==> src/rtl/fetch_unit.sv <==
// fetch_unit -- instruction fetch stage ahead of the MIPS decode logic.
//
// Owns the fetch PC, issues one word request at a time to instruction memory
// over a req/ack handshake, buffers returned words with their PCs in a
// DEPTH-entry prefetch FIFO and hands them to the core over valid/ready.
// A redirect flushes the FIFO and restarts fetch at the new target; a
// response already in flight when the redirect arrives is dropped.
//
// Parameters:
//   DEPTH     prefetch FIFO entries (power of two, >= 2)
//   RESET_PC  fetch PC loaded at reset
//
// Ports:
//   clk          clock, rising edge
//   R            asynchronous active-low reset
//   imem_req     request outstanding to instruction memory (registered)
//   imem_addr    word-aligned byte address of the request (registered)
//   imem_ack     memory completes the current request this cycle
//   imem_data    instruction word, valid with imem_ack
//   redirect     taken branch/jump: flush and refetch
//   redirect_pc  new fetch target, bits [1:0] ignored
//   instr_valid  FIFO head holds an instruction
//   instr        FIFO head instruction word
//   instr_pc     FIFO head instruction address
//   instr_ready  core accepts the head this cycle
//
// Optional feature (macro FETCH_STATS_EN):
//   stat_fetched    saturating count of words pushed into the FIFO
//   stat_discarded  saturating count of dropped responses plus entries
//                   cleared by flushes
module fetch_unit #(
  parameter int unsigned DEPTH    = 4,
  parameter logic [31:0] RESET_PC = 32'h0000_0000
) (
  input  logic        clk,
  input  logic        R,
  output logic        imem_req,
  output logic [31:0] imem_addr,
  input  logic        imem_ack,
  input  logic [31:0] imem_data,
  input  logic        redirect,
  input  logic [31:0] redirect_pc,
  output logic        instr_valid,
  output logic [31:0] instr,
  output logic [31:0] instr_pc,
  input  logic        instr_ready
`ifdef FETCH_STATS_EN
  ,
  output logic [15:0] stat_fetched,
  output logic [15:0] stat_discarded
`endif
);

  localparam int unsigned PW = (DEPTH > 1) ? $clog2(DEPTH) : 1;
  localparam int unsigned CW = PW + 1;
  localparam logic [CW-1:0] FULL = CW'(DEPTH);
  localparam logic [31:0] RST_PC = {RESET_PC[31:2], 2'b00};

  typedef enum logic [1:0] {
    ST_IDLE    = 2'd0,
    ST_WAIT    = 2'd1,
    ST_DISCARD = 2'd2
  } state_t;

  state_t        state_q, state_d;
  logic [31:0]   fetch_pc_q, fetch_pc_d;
  logic [31:0]   addr_d;
  logic [31:0]   target;
  logic [31:0]   fifo_pc   [DEPTH];
  logic [31:0]   fifo_word [DEPTH];
  logic [PW-1:0] rd_ptr_q, wr_ptr_q;
  logic [CW-1:0] count_q, count_d;
  logic [CW-1:0] count_after_push;
  logic          push;
  logic          pop;
  logic          flush;

  assign target           = redirect_pc & 32'hFFFF_FFFC;
  assign flush            = redirect;
  assign instr_valid      = (count_q != '0);
  assign instr            = fifo_word[rd_ptr_q];
  assign instr_pc         = fifo_pc[rd_ptr_q];
  assign pop              = instr_valid && instr_ready;
  assign count_after_push = count_q + CW'(1) - CW'(pop);

  // The address stays frozen while a request is still waiting for its ack,
  // even if a redirect has already moved fetch_pc on (DISCARD); otherwise it
  // tracks the next fetch PC so it is ready for the next issue.
  assign addr_d = ((state_q != ST_IDLE) && !imem_ack) ? imem_addr : fetch_pc_d;

  always_comb begin
    state_d    = state_q;
    fetch_pc_d = fetch_pc_q;
    push       = 1'b0;
    case (state_q)
      ST_IDLE: begin
        if (redirect) begin
          fetch_pc_d = target;
        end else if (count_q < FULL) begin
          state_d = ST_WAIT;
        end
      end
      ST_WAIT: begin
        if (redirect) begin
          fetch_pc_d = target;
          state_d    = imem_ack ? ST_IDLE : ST_DISCARD;
        end else if (imem_ack) begin
          push       = 1'b1;
          fetch_pc_d = fetch_pc_q + 32'd4;
          // Keep streaming only while the slot for the next word is free.
          if (count_after_push >= FULL) begin
            state_d = ST_IDLE;
          end
        end
      end
      ST_DISCARD: begin
        if (redirect) begin
          fetch_pc_d = target;
        end
        if (imem_ack) begin
          state_d = ST_IDLE;
        end
      end
      default: state_d = ST_IDLE;
    endcase
  end

  always_comb begin
    count_d = count_q;
    if (flush) begin
      count_d = '0;
    end else begin
      case ({push, pop})
        2'b10:   count_d = count_q + CW'(1);
        2'b01:   count_d = count_q - CW'(1);
        default: count_d = count_q;
      endcase
    end
  end

  always_ff @(posedge clk or negedge R) begin
    if (!R) begin
      state_q    <= ST_IDLE;
      fetch_pc_q <= RST_PC;
      imem_addr  <= RST_PC;
      imem_req   <= 1'b0;
    end else begin
      state_q    <= state_d;
      fetch_pc_q <= fetch_pc_d;
      imem_addr  <= addr_d;
      imem_req   <= (state_d != ST_IDLE);
    end
  end

  always_ff @(posedge clk or negedge R) begin
    if (!R) begin
      rd_ptr_q <= '0;
      wr_ptr_q <= '0;
      count_q  <= '0;
      for (int unsigned i = 0; i < DEPTH; i++) begin
        fifo_pc[i]   <= '0;
        fifo_word[i] <= '0;
      end
    end else begin
      count_q <= count_d;
      if (flush) begin
        rd_ptr_q <= '0;
        wr_ptr_q <= '0;
      end else begin
        if (push) begin
          fifo_pc[wr_ptr_q]   <= fetch_pc_q;
          fifo_word[wr_ptr_q] <= imem_data;
          wr_ptr_q            <= wr_ptr_q + PW'(1);
        end
        if (pop) begin
          rd_ptr_q <= rd_ptr_q + PW'(1);
        end
      end
    end
  end

`ifdef FETCH_STATS_EN
  logic          drop;
  logic [CW-1:0] cleared;
  logic [16:0]   fetched_sum;
  logic [16:0]   discarded_sum;

  // A response is dropped when it completes a request that a redirect has
  // already invalidated, or one that is invalidated in the same cycle.
  assign drop = imem_ack &&
                ((state_q == ST_DISCARD) || ((state_q == ST_WAIT) && redirect));
  // An entry popped in the flush cycle was delivered, so it is not counted.
  assign cleared       = flush ? (count_q - CW'(pop)) : '0;
  assign fetched_sum   = {1'b0, stat_fetched} + 17'(push);
  assign discarded_sum = {1'b0, stat_discarded} + 17'(drop) + 17'(cleared);

  always_ff @(posedge clk or negedge R) begin
    if (!R) begin
      stat_fetched   <= '0;
      stat_discarded <= '0;
    end else begin
      stat_fetched   <= fetched_sum[16]   ? '1 : fetched_sum[15:0];
      stat_discarded <= discarded_sum[16] ? '1 : discarded_sum[15:0];
    end
  end
`endif

endmodule

==> config.mk <==
export PLATFORM = sky130hd
export DESIGN_NAME = fetch_unit
export DESIGN_NICKNAME = d
export VERILOG_FILES = /design/src/rtl/fetch_unit.sv
export SDC_FILE = /design/constraint.sdc
export NUM_CORES = 1
export LEC_CHECK = 0
export CORE_AREA = 2 2 212 193
export DETAILED_ROUTE_END_ITERATION = 6
export DIE_AREA = 0 0 214 195
export GPL_TIMING_DRIVEN = 0
export PLACE_DENSITY = 0.63
export SETUP_SLACK_MARGIN = 0.2
export SYNTH_ARGS = -nofsm -noshare
export SYNTH_HDL_FRONTEND = slang
export SYNTH_SLANG_ARGS = --single-unit
==> constraint.sdc <==
create_clock -name clk -period 5.4 [get_ports clk]
set_input_delay 1.08 -clock clk [delete_from_list [all_inputs] [get_ports clk]]
set_output_delay 1.08 -clock clk [all_outputs]
set_load 0.1 [all_outputs]
* Word-level counts from Yosys, hierarchy flattened
Index checks and enable logic that the tools add are counted.
Operators by class: multiplexer cells 31, add/subtract/negate cells 6, $lt $le $gt $ge 5, bitwise gates (word level) 3, reduce and logical (&&, ||, !) cells 13, equal/unequal tests 4
Operator list (number):
- $bwmux W128 | 2
- $mux W32 | 8
- $bmux W32 S2 | 2
- $demux W32 S2 | 1
- $pmux W32 S2 | 1
- $add A32 B3 Y32 const B | 1
- $mux W2 | 11
- $ge A3 B3 Y1 const B | 3
- $reduce_bool A2 Y1 | 4
- $not A2 Y3 | 2
- $pmux W2 S3 | 1
- $pmux W3 S2 | 1
- $reduce_bool A3 Y1 | 2
- $add A2 B1 Y2 const B | 2
- $eq A2 B1 Y1 const B | 2
- $eq A2 B2 Y1 const B | 2
- $add A3 B1 Y3 const B | 1
- $logic_and A1 B1 Y1 | 3
- $lt A3 B1 Y1 const B | 1
- $lt A3 B3 Y1 const B | 1
- $mux W1 | 3
- $mux W3 | 1
- $sub A3 B1 Y3 | 1
- $sub A3 B1 Y3 const B | 1
- other kinds (5) | 5
Storage, ports and cells: bits in registers 330, bits of input ports 69, output and inout bits 98, logic and storage cells 77

* Longest topological paths before layout
Gate-level depths: netlist of the first run.
depth in word-level cells 9, mapped depth 8

* Worst setup path after synthesis of the first run
Ideal clock, no wire load.
path kind register to output, start point register rd_ptr_q[0], end point output port instr[10], required time 4320 ps, data arrival time 1714 ps, cell stages (with the launch flop) 3, slack 2606 ps, cell sequence dfrtp_1 -> buf_1 -> mux4_2
On the way: longest elaborated chain between the ends 4
RTL lines:
- start: declaration | RTL line 71 | logic [PW-1:0] rd_ptr_q, wr_ptr_q;
- start signal: assignment | RTL line 176 | rd_ptr_q <= rd_ptr_q + PW'(1);
- $not A2 Y3 (implied by the code) | RTL line 81 | assign instr = fifo_word[rd_ptr_q];
- $bmux W32 S2 | RTL line 81
- $mux W32 (implied by the code) (2 in a row) | RTL line 81
- end: declaration | RTL line 44 | output logic [31:0] instr,
No other way between the ends. The select of a mux whose other input is x is not followed.

* Worst setup path in the final report of the first run
start point register rd_ptr_q[1], end point output port instr_pc[9]
On the way: longest elaborated chain between the ends 4
RTL lines:
- $not A2 Y3 (implied by the code) | RTL line 82 | assign instr_pc = fifo_pc[rd_ptr_q];
- $bmux W32 S2 | RTL line 82
- $mux W32 (implied by the code) (2 in a row) | RTL line 82
- end: declaration | RTL line 45 | output logic [31:0] instr_pc,
No other way between the ends. The select of a mux whose other input is x is not followed.

==> results of run 1 <==
where the power goes:
group	internal, W	switching [W]	total [W]
Combinational	0.00193	0.00464	0.00657
Sequential	0.00315	0.000379	0.00353
Clock	0.00150	0.00102	0.00253
Total	0.00658	0.00604	0.0126
critical path: cells and delay by family (launching register included):
kind	cells	cell delay [ps]
buffers and inverters	3	2410
flip-flops	1	340
multiplexers	1	390
area by class of cell:
class / count / area share (%)
Sequential cell: 330 / 42.9
Multi-Input combinational cell: 723 / 35.5
Timing Repair Buffer: 167 / 8.99
Clock buffer: 54 / 5.88
Tap cell: 532 / 3.46
Buffer: 94 / 2.34
Clock inverter: 11 / 0.527
Inverter: 16 / 0.312
registers in the layout, indices dropped and copies added (netlist names):
register	count
count_q	3
fetch_pc_q	32
imem_req	1
fifo_pc	128
imem_addr	32
wr_ptr_q	2
rd_ptr_q	2
fifo_word	128
state_q	2
worst max-delay path by stage:
stage                            start                         to  slack (ps)  depth (start not counted)
5_1_grt        rd_ptr_q[1]$_DFFE_PN0P_               instr_pc[19]         530                          4
2_1_floorplan  rd_ptr_q[0]$_DFFE_PN0P_                  instr[10]        2610                          2
3_3_place_gp                         R  imem_addr[25]$_DFFE_PN0N_      -10970                          1
3_5_place_dp   rd_ptr_q[1]$_DFFE_PN0P_               instr_pc[19]        1160                          4
4_1_cts        rd_ptr_q[1]$_DFFE_PN0P_                instr_pc[9]         590                          4
6_report       rd_ptr_q[1]$_DFFE_PN0P_                instr_pc[9]         650                          4
per-stage QoR:
| stage | hold slack [ps] | utilization (%) | instances |
|---|---|---|---|
| 3_5_place_dp | 466 | 45.8 | 1862 |
| 2_1_floorplan | 445 | - | 1163 |
| 5_1_grt | 338 | 49.0 | 1927 |
| 6_report | 360 | 49.0 | 1927 |
| 3_3_place_gp | 456 | 45.6 | 1859 |
| 4_1_cts | 337 | 49.0 | 1927 |
kinds of logic after synthesis:
kind of cell / count (synthesis) / synth area share (%)
XOR/XNOR: 20 / 1.12
buffers and inverters: 110 / 3.27
flip-flops: 330 / 52.9
adder cells (fa/ha/maj): 8 / 0.642
AO/OA/AOI/OAI: 144 / 6.38
multiplexers: 314 / 27.3
AND/OR/NAND/NOR: 237 / 8.38
placed cells by master, fill, tap and decap left out, types with 22 or more instances in the layout:
cell / count
mux2_2: 247
nor2_1: 53
buf_2: 49
clkdlybuf4s50_1: 163
clkbuf_16: 38
nand2_1: 73
a21oi_1: 22
dfrtp_1: 330
o21ai_0: 44
clkbuf_1: 33
mux4_2: 64
synth_stat cells (15+ instances only):
cell type / instances
clkbuf_1: 29
buf_2: 49
mux4_2: 64
dfrtp_1: 330
o21ai_0: 44
inv_1: 15
nand3_1: 15
nor2_1: 53
nand2_1: 73
mux2_2: 247
a21oi_1: 22
nor3_1: 21
metal layers:
layer	wire length [µm]	vias to the layer above	global-route usage, %	share of wire [%]
met5	0	-	0	0
met4	1190	0	6.03	2.9
met3	2250	80	3.94	5.5
met2	18200	321	30.2	45
met1	19100	5401	28.3	47
li1	-	4717	-	-
==> results.py, run 1 <==
metrics = {
    "run_status": {
        "status": "finished clean",
    },
    "cts": {
        "cts_resized": 0,
        "ctsHtreeMaxLevel": 2,
        "post_cts_buffers": 0,
        "cts_tree": "done",
        "cts_root_buf": "clkbuf_16",
        "cts-buffers-inserted": 36,
        "clk_pin_slew_ps": 60,
        "cts.path.max_buffers": 3,
        "clk-insertion-delay-late_ps": 530,
        "cts_sinks": 330,
        "postCtsHoldBufs": 0,
    },
    "setup_path": {
        "cp_max_fo": 10,
        "r2r-end": "imem_addr[30]$_DFFE_PN0N_",
        "worstSetupPathType": "reg -> out",
        "cpPeakStageDelay_ps": 1160,
        "crit_arrival_ps": 3670,
        "startpoint_type": "flop",
        "cp_cell_sequence": "clkbuf_1, clkbuf_1, mux4_2, clkdlybuf4s50_1",
        "critPathCaptureType": "output pin",
        "rr_startpoint": "state_q[1]$_DFF_PN0_",
        "crit_top_cell": "clkbuf_1",
        "r2r_slack_ps": 2860,
        "critPathRequiredTime_ps": 4320,
        "reg2reg_depth": 6,
        "cp_slowest_cell": "clkdlybuf4s50_1",
    },
    "logic_synthesis": {
        "synthArstFlopShare_pct": 100,
        "synth_nets": 1240,
        "synth_top_area_share_pct": 52.9,
        "ys_seq_elements": 330,
        "synth_flop_cell": "dfrtp_1",
        "synth_area_um2": 15600,
        "netlist_top_cells_area": "dfrtp_1, mux2_2, mux4_2, nand2_1, buf_2",
        "yosysTopAreaCell": "dfrtp_1",
        "postSynthAreaPerCell_um2": 13.4,
        "syn_inst": 1163,
        "synth_edf_count": 0,
        "ys_warn_count": 0,
        "ys_seq_area_share_pct": 52.9,
        "synth.distinct_cells": 75,
    },
    "global_route": {
        "grt_max_degree": 124,
        "grt.total_usage_pct": 19.7,
        "grt_first_pass_wirelength_um": 64300,
        "grt_pass1_vias": 10862,
        "gr-total-overflow": 0,
        "grt_antenna_before_repair": 0,
    },
    "power": {
        "power_density_nw_per_um2": 657,
        "total_power_w": 0.0126,
        "ir_drop_v": 0.000486,
        "leakage_nw": 8.43,
    },
    "placement": {
        "portBuffers": 164,
        "dpl.hpwl_um": 28600,
        "globalplace.congestion": 0.919,
        "dp_slack_ps": 1160,
        "post_dp_cell_area_um2": 18000,
    },
    "detailed_routing": {
        "drt-initial-drc-count": 788,
        "ant_nets": 0,
        "vias_per_cell": 5.46,
        "routed_wl_um": 40800,
        "wl_per_cell_um": 21.2,
        "vias": 10519,
        "drt-pass1-iter-count": 5,
        "drc": 0,
    },
    "sta": {
        "slew_violations": 0,
        "fin_crit_ps": 4750,
        "max_slew_margin_pct": 26.5,
        "fmax_mhz": 210,
        "setup-tns-final_ps": 0,
        "hold_viol": 0,
        "fin_ws_ps": 647,
        "finalCritPeriodShare_pct": 88.0,
        "fin_skew_ps": 13.9,
        "worst_pin_slew_ps": 1100,
        "finalSetupViolCount": 0,
        "rsz0062_at_grt": "false",
    },
    "floorplan": {
        "initial_core_util_pct": 39.7,
        "die_area_um2": 41700,
        "die_h_um": 195,
        "rows": 69,
        "core_um2": 39300,
        "die_width_um": 214,
        "ioPinCount": 167,
    },
    "finish": {
        "fill_cells": 3449,
        "area_growth_syn_to_layout_pct": 23.2,
        "multiInputGateArea_um2": 6830,
        "drive_above_1_share_pct": 33.5,
        "nets": 1445,
        "seqCellArea_um2": 8260,
        "finalInstanceArea_um2": 19200,
        "antenna_cells": 0,
    },
    "job": {
        "drv_cap": 0,
    },
    "hold_path": {
        "hold_path_class": "in -> async",
    },
}
Power figures use the tool's default switching activity.
==> inputs of run 2 (changes only) <==
--- a/config.mk
+++ b/config.mk
@@ -10,6 +10,7 @@
 export DIE_AREA = 0 0 214 195
 export GPL_TIMING_DRIVEN = 0
 export PLACE_DENSITY = 0.63
+export RECOVER_POWER = 25
 export SETUP_SLACK_MARGIN = 0.2
 export SYNTH_ARGS = -nofsm -noshare
 export SYNTH_HDL_FRONTEND = slang
==> results.py, run 2 (synthesis gave the netlist of run 1 again) <==
metrics = {
    "run_status": {
        "status": "finished with violations",
        "violations": "capacitance limit, slew limit",
    },
    "finish": {
        "nets": 1445,
        "largest_registers": "fifo_pc x128, fifo_word x128",
        "final_util_pct": 48.9,
        "most-common-layout-cells": "dfrtp_1, mux2_2, clkdlybuf4s50_1, nand2_1, mux4_2",
        "layout_commonest_cell": "dfrtp_1",
        "area_growth_syn_to_layout_pct": 23.0,
        "drive_above_1_share_pct": 33.4,
        "antenna_cells": 0,
    },
    "cts": {
        "cts_sinks": 330,
        "cts_tree": "done",
        "post_cts_buffers": 0,
        "cts-buffers-inserted": 36,
        "clk_pin_slew_ps": 60,
        "cts.path.max_buffers": 3,
        "ctsHtreeMaxLevel": 2,
        "cts_root_buf": "clkbuf_16",
        "clk-insertion-delay-late_ps": 530,
        "postCtsHoldBufs": 0,
        "cts_resized": 0,
    },
    "setup_path": {
        "crit_arrival_ps": 3670,
        "critPathRequiredTime_ps": 4320,
        "critPathCaptureType": "output pin",
        "worstSetupPathType": "reg -> out",
        "cp_max_fo": 10,
        "cp_slowest_cell": "clkdlybuf4s50_1",
        "crit_top_cell": "clkbuf_1",
        "cpPeakStageDelay_ps": 1160,
        "startpoint_type": "flop",
        "cp_cell_sequence": "clkbuf_1, clkbuf_1, mux4_2, clkdlybuf4s50_1",
    },
    "detailed_routing": {
        "vias_per_cell": 5.46,
        "ant_nets": 0,
        "drt-pass1-iter-count": 5,
        "routed_wl_um": 40700,
        "vias": 10516,
        "drt-initial-drc-count": 790,
        "wl_per_cell_um": 21.1,
        "drc": 0,
    },
    "hold_path": {
        "hold_path_class": "reg -> reg",
    },
    "global_route": {
        "grt_max_degree": 124,
        "grt_first_pass_wirelength_um": 64300,
        "gr-total-overflow": 0,
        "grt_pass1_vias": 10862,
        "grt_antenna_before_repair": 0,
        "grt.total_usage_pct": 19.7,
    },
    "power": {
        "switching_power_w": 0.00604,
        "switching_share_pct": 47.9,
        "pwr-share-comb_pct": 52.0,
        "p_int_w": 0.00658,
        "pwr-share-seq_pct": 28.0,
        "pwr-share-clk_pct": 20.0,
        "ir_drop_v": 0.000486,
        "power_density_nw_per_um2": 658,
        "leakage_nw": 8.41,
        "total_power_w": 0.0126,
    },
    "floorplan": {
        "die_h_um": 195,
        "core_um2": 39300,
        "initial_core_util_pct": 39.7,
        "die_width_um": 214,
        "ioPinCount": 167,
        "rows": 69,
        "die_area_um2": 41700,
    },
    "sta": {
        "fmax_mhz": 210,
        "slew_violations": 113,
        "hold_viol": 0,
        "max_slew_margin_pct": -92.7,
        "finalCritPeriodShare_pct": 88.0,
        "setup-tns-final_ps": 0,
        "rsz0062_at_grt": "false",
        "worst_pin_slew_ps": 2890,
        "finalSetupViolCount": 0,
        "fin_crit_ps": 4750,
        "fin_skew_ps": 13.9,
    },
    "placement": {
        "globalplace.congestion": 0.919,
        "dpl.hpwl_um": 28600,
        "portBuffers": 164,
    },
    "job": {
        "drv_cap": 1,
    },
}
## run 2: area by class of cell
class / count / area, µm²
Buffer: 94 / 450
Clock buffer: 54 / 1130
Clock inverter: 11 / 101
Fill cell: 3454 / 20100
Inverter: 16 / 60.1
Multi-Input combinational cell: 723 / 6830
Sequential cell: 330 / 8260
Tap cell: 532 / 666
Timing Repair Buffer: 167 / 1700
## run 2: stage by stage
| step | instance area [µm²] | setup WS, ps | cells | hold slack, ps |
|---|---|---|---|---|
| after floorplan | 15600 | 2610 | 1163 | 445 |
| after global placement | 17900 | -10970 | 1859 | 456 |
| after detailed placement | 18000 | 1160 | 1862 | 466 |
| after CTS | 19200 | 587 | 1927 | 337 |
| after global routing | 19200 | 534 | 1927 | 497 |
| final | 19200 | 647 | 1927 | 473 |
## run 2: final timing paths
check	slack, ps	startpoint	cells past startpoint	endpoint
max	650	rd_ptr_q[1]$_DFFE_PN0P_	4	instr_pc[9]
min	470	fifo_pc[45]$_DFFE_PN0P_	2	fifo_pc[45]$_DFFE_PN0P_
max reg2reg	2860	state_q[1]$_DFF_PN0_	6	imem_addr[30]$_DFFE_PN0N_
min reg2reg	470	fifo_pc[45]$_DFFE_PN0P_	2	fifo_pc[45]$_DFFE_PN0P_
max in group asynchronous	1490	R	2	fifo_pc[90]$_DFFE_PN0P_
min in group asynchronous	610	R	1	fifo_word[120]$_DFFE_PN0P_
## run 2: worst max-delay path: cells and delay by family (launching register included)
family	cells	cell delay, ps
mux	1	390
buf+inv	3	2410
flops	1	340
## run 2: routing by layer
layer	vias up	global-route usage (%)	share of wire (%)
li1	4716	-	-
met1	5397	28.3	47
met2	323	30.2	45
met3	80	3.94	5.5
met4	0	6.03	2.9
met5	-	0	0
## run 2: power groups by stage
stage	sequential (W)	clock, W	combinational, W
2_1_floorplan	0.00407	0	0.00448
3_3_place_gp	0.00355	0	0.00654
3_5_place_dp	0.00356	0	0.00660
4_1_cts	0.00353	0.00259	0.00661
5_1_grt	0.00362	0.00268	0.00683
6_report	0.00353	0.00253	0.00656
